==> src/rtl/aclk_pkg.sv <==
// Shared types and constants for the alarm-clock keypad controller.
package aclk_pkg;

  typedef enum logic [2:0] {
    SHOW_TIME  = 3'd0,
    KEY_STORED = 3'd1,
    KEY_WAITED = 3'd2,
    KEY_ENTRY  = 3'd3,
    SHOW_ALARM = 3'd4
  } state_t;

  localparam logic [3:0] KEY_ALARM_C = 4'd10;
  localparam logic [3:0] KEY_TIME_C  = 4'd11;
  localparam logic [3:0] KEY_NONE_C  = 4'd15;

  function automatic logic is_digit(input logic [3:0] k);
    return k <= 4'd9;
  endfunction

endpackage

==> src/rtl/aclk_timeout_cnt.sv <==
// Entry-abandon counter: counts one_second ticks while enabled, flags the last one.
module aclk_timeout_cnt #(
  parameter int TIMEOUT_SEC = 10
) (
  input  logic clk,
  input  logic reset,
  input  logic clear,
  input  logic enable,
  input  logic tick,
  output logic done
);

  localparam logic [3:0] LAST = 4'(TIMEOUT_SEC - 1);

  logic [3:0] count;

  assign done = enable & tick & (count == LAST);

  always_ff @(posedge clk) begin
    if (reset || clear || done) begin
      count <= 4'd0;
    end else if (enable && tick) begin
      count <= count + 4'd1;
    end
  end

endmodule

==> src/rtl/aclk_controller.sv <==
// Keypad sequencing FSM: digit entry, alarm/current-time commit, alarm display.
//   state      | meaning
//   SHOW_TIME  | idle, display current time
//   KEY_STORED | one-cycle shift of the pressed digit
//   KEY_WAITED | waiting for the digit key to be released
//   KEY_ENTRY  | waiting for next digit or ALARM/TIME commit
//   SHOW_ALARM | display alarm time while ALARM is held
module aclk_controller
  import aclk_pkg::*;
#(
  parameter int         TIMEOUT_SEC = 10,
  parameter logic [3:0] KEY_ALARM   = KEY_ALARM_C,
  parameter logic [3:0] KEY_TIME    = KEY_TIME_C,
  parameter logic [3:0] KEY_NONE    = KEY_NONE_C
) (
  input  logic       clk,
  input  logic       reset,
  input  logic [3:0] key,
  input  logic       one_second,
  output logic       shift,
  output logic       load_new_a,
  output logic       load_new_c,
  output logic       reset_count,
  output logic       show_a,
  output logic       show_new_time
);

  state_t state;
  logic   key_digit, key_alarm, key_time, key_none;
  logic   cnt_clear, cnt_enable, timeout;

  // Codes 12-14 (and KEY_NONE) all behave as "no key".
  assign key_digit = is_digit(key);
  assign key_alarm = (key == KEY_ALARM);
  assign key_time  = (key == KEY_TIME);
  assign key_none  = ~(key_digit | key_alarm | key_time);

  // Counter runs only while an entry is open; a key event in KEY_ENTRY restarts it.
  assign cnt_enable = (state == KEY_WAITED) || (state == KEY_ENTRY);
  assign cnt_clear  = ~cnt_enable || ((state == KEY_ENTRY) && ~key_none);

  aclk_timeout_cnt #(.TIMEOUT_SEC(TIMEOUT_SEC)) u_timeout (
    .clk    (clk),
    .reset  (reset),
    .clear  (cnt_clear),
    .enable (cnt_enable),
    .tick   (one_second),
    .done   (timeout)
  );

  always_ff @(posedge clk) begin
    if (reset) begin
      state         <= SHOW_TIME;
      shift         <= 1'b0;
      load_new_a    <= 1'b0;
      load_new_c    <= 1'b0;
      reset_count   <= 1'b0;
      show_a        <= 1'b0;
      show_new_time <= 1'b0;
    end else begin
      shift         <= 1'b0;
      load_new_a    <= 1'b0;
      load_new_c    <= 1'b0;
      reset_count   <= 1'b0;
      show_a        <= 1'b0;
      show_new_time <= 1'b0;
      case (state)
        SHOW_TIME: begin
          if (key_digit) begin
            state         <= KEY_STORED;
            shift         <= 1'b1;
            show_new_time <= 1'b1;
          end else if (key_alarm) begin
            state  <= SHOW_ALARM;
            show_a <= 1'b1;
          end
        end
        KEY_STORED: begin
          state         <= KEY_WAITED;
          show_new_time <= 1'b1;
        end
        KEY_WAITED: begin
          if (key_none) begin
            state         <= KEY_ENTRY;
            show_new_time <= 1'b1;
          end else if (timeout) begin
            state <= SHOW_TIME;
          end else begin
            show_new_time <= 1'b1;
          end
        end
        KEY_ENTRY: begin
          if (key_digit) begin
            state         <= KEY_STORED;
            shift         <= 1'b1;
            show_new_time <= 1'b1;
          end else if (key_alarm) begin
            state      <= SHOW_TIME;
            load_new_a <= 1'b1;
          end else if (key_time) begin
            state       <= SHOW_TIME;
            load_new_c  <= 1'b1;
            reset_count <= 1'b1;
          end else if (timeout) begin
            state <= SHOW_TIME;
          end else begin
            show_new_time <= 1'b1;
          end
        end
        SHOW_ALARM: begin
          if (key_alarm) begin
            show_a <= 1'b1;
          end else begin
            state <= SHOW_TIME;
          end
        end
        default: state <= SHOW_TIME;
      endcase
    end
  end

endmodule

==> config.mk <==
export PLATFORM = sky130hd
export DESIGN_NAME = aclk_controller
export DESIGN_NICKNAME = d
export VERILOG_FILES = /design/src/rtl/aclk_pkg.sv /design/src/rtl/aclk_timeout_cnt.sv /design/src/rtl/aclk_controller.sv
export SDC_FILE = /design/constraint.sdc
export NUM_CORES = 1
export LEC_CHECK = 0
export BUFFER_PORTS_ARGS = -buffer_cell sky130_fd_sc_hd__buf_2
export CELL_PAD_IN_SITES_DETAIL_PLACEMENT = 0
export CELL_PAD_IN_SITES_GLOBAL_PLACEMENT = 2
export CORE_UTILIZATION = 27
export CTS_CLUSTER_DIAMETER = 100
export DETAILED_ROUTE_END_ITERATION = 8
export MAX_ROUTING_LAYER = met4
export PLACE_DENSITY = 0.68
export SLEW_MARGIN = 40
export SYNTH_ARGS = -nofsm -noshare
export SYNTH_HDL_FRONTEND = slang
export SYNTH_HIERARCHICAL = 1
export SYNTH_SLANG_ARGS = --single-unit
==> constraint.sdc <==
create_clock -name clk -period 1.6 [get_ports clk]
set_clock_uncertainty 0.05 [all_clocks]
set_input_delay 0.32 -clock clk [delete_from_list [all_inputs] [get_ports clk]]
set_output_delay 0.32 -clock clk [all_outputs]
set_load 0.1 [all_outputs]
==> flow_summary_export.csv <==
group,metric,value,unit
power,seq_power_share,0.435,
layout,number_of_fillers_in_the_final_layout,204,
clock_network,cts_tree,"built",
logic_synthesis,yosysMostFrequentCell,"sky130_fd_sc_hd__dfxtp_1",
power,p_sw,0.236,mW
status,status,"finished, final reports clean",
die,floorplan.initialDensity,0.297,
critical_path,ff2ff_path_depth,7,
critical_path,cp_endpoint_kind,"flip-flop",
critical_path,rr_startpoint,"u_timeout/count[1]$_SDFFE_PP0P_",
critical_path,critical_path.most_common_cell,"sky130_fd_sc_hd__inv_1",
die,io_count,13,
power,total_leakage_power,0.293,nW
die,dieArea,2420,um2
critical_path,regToRegSetupSlack,0.20,ns
logic_synthesis,synth_top_cell_by_area,"sky130_fd_sc_hd__dfxtp_1",
clock_network,clk_pin_slew,0.08,ns
placed_design,detailedPlace.worstSlack,0.193,ns
logic_synthesis,postSynthNetCount,76,
sta,final-max-slew-violation-count,0,
clock_network,insertion_delay,0.28,ns
run,max_cap_viol_count,0,
critical_path,worstSetupStartpointType,"flip-flop",
sta,setup_ws_post_layout,0.198,ns
logic_synthesis,post_synth_main_area_contributors,"sky130_fd_sc_hd__dfxtp_1 (40%), sky130_fd_sc_hd__nor2_1 (5.0%), sky130_fd_sc_hd__nand2_1 (4.4%)",
clock_network,h-tree-depth,1,
critical_path,cp_data_arrival_time,1.52,ns
sta,fin_tns_setup,0,ns
sta,relSlewSlack,0.668,
sta,whs,0.196,ns
placed_design,post-place-cells,107,
critical_path,required,1.72,ns
logic_synthesis,synth-warning-count,6,
clock_network,cts_bufs_inserted,3,
die,dieHeight,49.2,um
sta,timing.final.crit_period,1.40,ns
clock_network,clock_tree.root_cell,"sky130_fd_sc_hd__clkbuf_4",
clock_network,cts_repair_resize_count,0,
global_route,pin_count_of_the_biggest_net_entering_global_routing,9,
routing,vias,504,
global_route,antenna_violations_before_repair,0,
power,clockPowerShare,0.334,
logic_synthesis,mappedNetlistArea,601,um2
routing,route.final.wire_length,1160,um
logic_synthesis,post_synth.cell_area_avg,8.96,um2
logic_synthesis,async_reset_ff_frac,0,
routing,detail_route.iter0.violations,10,
layout,post_layout_cell_count,111,
clock_network,clock_sink_count,12,
global_route,grt_pass1_vias,463,
layout,area_growth_syn_to_layout,21.9,%
power,ir_worst_vdd,0.370,mV
sta,tightest_slew,0.493,ns
critical_path,regToRegEndpoint,"show_new_time$_SDFF_PP0_",
critical_path,critical-path-slowest-cell,"sky130_fd_sc_hd__dfxtp_1",
sta,fmaxAchievable,0.713,GHz
placed_design,placement.cell_area,696,um2
sta,unrepaired_setup_endpoints_after_global_routing,"no",
global_route,grt.total_usage,0.113,
logic_synthesis,synth_top_flop_cell,"sky130_fd_sc_hd__dfxtp_1",
logic_synthesis,synth_cells,67,
critical_path,cpPeakStageDelay,0.35,ns
clock_network,clockBufferDepth,2,
logic_synthesis,ys_top_cells_by_count,"sky130_fd_sc_hd__dfxtp_1 (12), sky130_fd_sc_hd__nor2_1 (8), sky130_fd_sc_hd__nand2_1 (7)",
routing,drt_pass1_iterations,4,
routing,detail_route.drc_violations,0,
power,power_per_cell_area,1020,nW/um2
logic_synthesis,synth_seq_cells,12,
power,p_int,0.510,mW
routing,avgRoutedWirePerCell,10.5,um
layout,postLayoutCoreUtil,0.362,
min_path,timing.hold.worst.class,"primary input to flip-flop",
logic_synthesis,synth.lib_cells_used.distinct,29,
layout,finish.net_count,94,
min_path,hold_start,"key[0]",
critical_path,timing.critical_path.cells,"inv_1 > ha_1 > nand4_1 > nor2_1 > inv_1 > o32ai_1 > a21oi_1",
placed_design,final_weighted_congestion_in_routability_driven_placement,0.790,
critical_path,critical_path.max_fanout,4,
layout,post-route-cell-area,732,um2
min_path,min_delay_worst_endpoint,"load_new_a$_SDFF_PP0_",
sta,final_worst_path_cycle_share,0.876,
die,row_count,16,
logic_synthesis,synth.yosys.seq_area_share,0.400,
clock_network,post_cts.repair.setup_buffers,0,
power,power.switching_fraction,0.316,
logic_synthesis,synth_top_area_share,0.400,
power,report.power.total,0.746,mW
layout,share_of_post_route_cells_with_drive_strength_above_1,0.333,
layout,antenna_cells_inserted,0,
global_route,grt.overflow.total,0,
clock_network,cts.hold.buffers_added,0,
logic_synthesis,synth-edff-count,0,
critical_path,criticalPathCategory,"flip-flop to flip-flop",
min_path,whs_path_cells,2,
global_route,grt_pass1_wl,1970,um
routing,vias_per_cell,4.54,
placed_design,numPortBuffers,12,
routing,antenna_violating_nets_post_route,0,
sta,setup-violations-final,0,
die,die_x,49.2,um
placed_design,dpl.hpwl,926,um
power,comb_power_share,0.231,
die,core_area,2020,um2
sta,timing_hold_violations_final,0,
[area by class of cell]
cell class	count	area [um2]	share of cell area
timing repair buffer	17	97.6	0.133
tap	27	33.8	0.0462
multi-input combinational	49	315	0.431
clock buffer	4	36.3	0.0496
inverter	2	7.51	0.0103
sequential	12	241	0.330
[routing by layer]
layer	GRT usage	up-vias	routed length (um)
met5	-	-	0
met4	0.0735	0	24
met3	0.0312	4	55
met2	0.160	13	487
met1	0.140	218	595
li1	-	269	-
[worst max-delay path by stage]
stage                                          from                              end  slack, ns
floorplan                     state[1]$_SDFFE_PP0P_         show_new_time$_SDFF_PP0_       0.04
global placement    u_timeout/count[1]$_SDFFE_PP0P_            state[1]$_SDFFE_PP0P_       0.21
detailed placement            state[1]$_SDFFE_PP0P_  u_timeout/count[1]$_SDFFE_PP0P_       0.19
CTS                           state[1]$_SDFFE_PP0P_  u_timeout/count[1]$_SDFFE_PP0P_       0.17
global route        u_timeout/count[1]$_SDFFE_PP0P_            state[1]$_SDFFE_PP0P_       0.02
finish              u_timeout/count[1]$_SDFFE_PP0P_         show_new_time$_SDFF_PP0_       0.20
[critical path: cells and delay by family, from the launching register on]
kind	cells	cell delay [ns]
AOI/OAI and AO/OA	2	0.38
adders and majority gates	1	0.13
buffers and inverters	2	0.16
DFF	1	0.35
and+or+nand+nor	2	0.23
[flip-flops by register name (all words and copies together) (netlist names)]
signal and flops:
show_new_time 1, u_timeout/count 4, load_new_a 1, reset_count 1, show_a 1, state 3, shift 1
[power by group through the flow]
stage	logic, mW	registers [mW]	clock network [mW]
after floorplan	0.0940	0.378	0
after global placement	0.175	0.332	0
after detailed placement	0.174	0.332	0
after CTS	0.175	0.325	0.259
after global routing	0.187	0.327	0.281
final	0.172	0.324	0.249
[cells in the final DEF, fill, tap and decap left out, drive strengths merged]
| cell | netlist | routed |
|---|---|---|
| inv | 2 | 2 |
| a21oi | 4 | 4 |
| o31ai | 1 | 1 |
| nand2 | 7 | 7 |
| o21ai | 5 | 5 |
| a211oi | 1 | 1 |
| nand4 | 1 | 1 |
| o221a | 1 | 1 |
| dfxtp | 12 | 12 |
| ha | 2 | 2 |
| nor3 | 1 | 1 |
| nand3 | 5 | 5 |
| xor2 | 1 | 1 |
| o32ai | 1 | 1 |
| and2 | 2 | 2 |
| and3 | 1 | 1 |
| xnor2 | 2 | 2 |
| nor2 | 8 | 8 |
| a41oi | 1 | 1 |
| mux2i | 1 | 1 |
| nor2b | 1 | 1 |
| nor4 | 2 | 2 |
| clkbuf | 1 | 4 |
| or3 | 1 | 1 |
| buf | 3 | 17 |
[cells by family after synthesis]
group | count (synthesis) | synth area share
DFF | 12 | 0.400
and+or+nand+nor | 29 | 0.256
muxes | 1 | 0.0167
buffers and inverters | 6 | 0.0750
xor gates and xnor gates | 3 | 0.0438
adders and majority gates | 2 | 0.0417
AOI/OAI and AO/OA | 14 | 0.167
No activity file was read; power rests on OpenSTA's default activity.
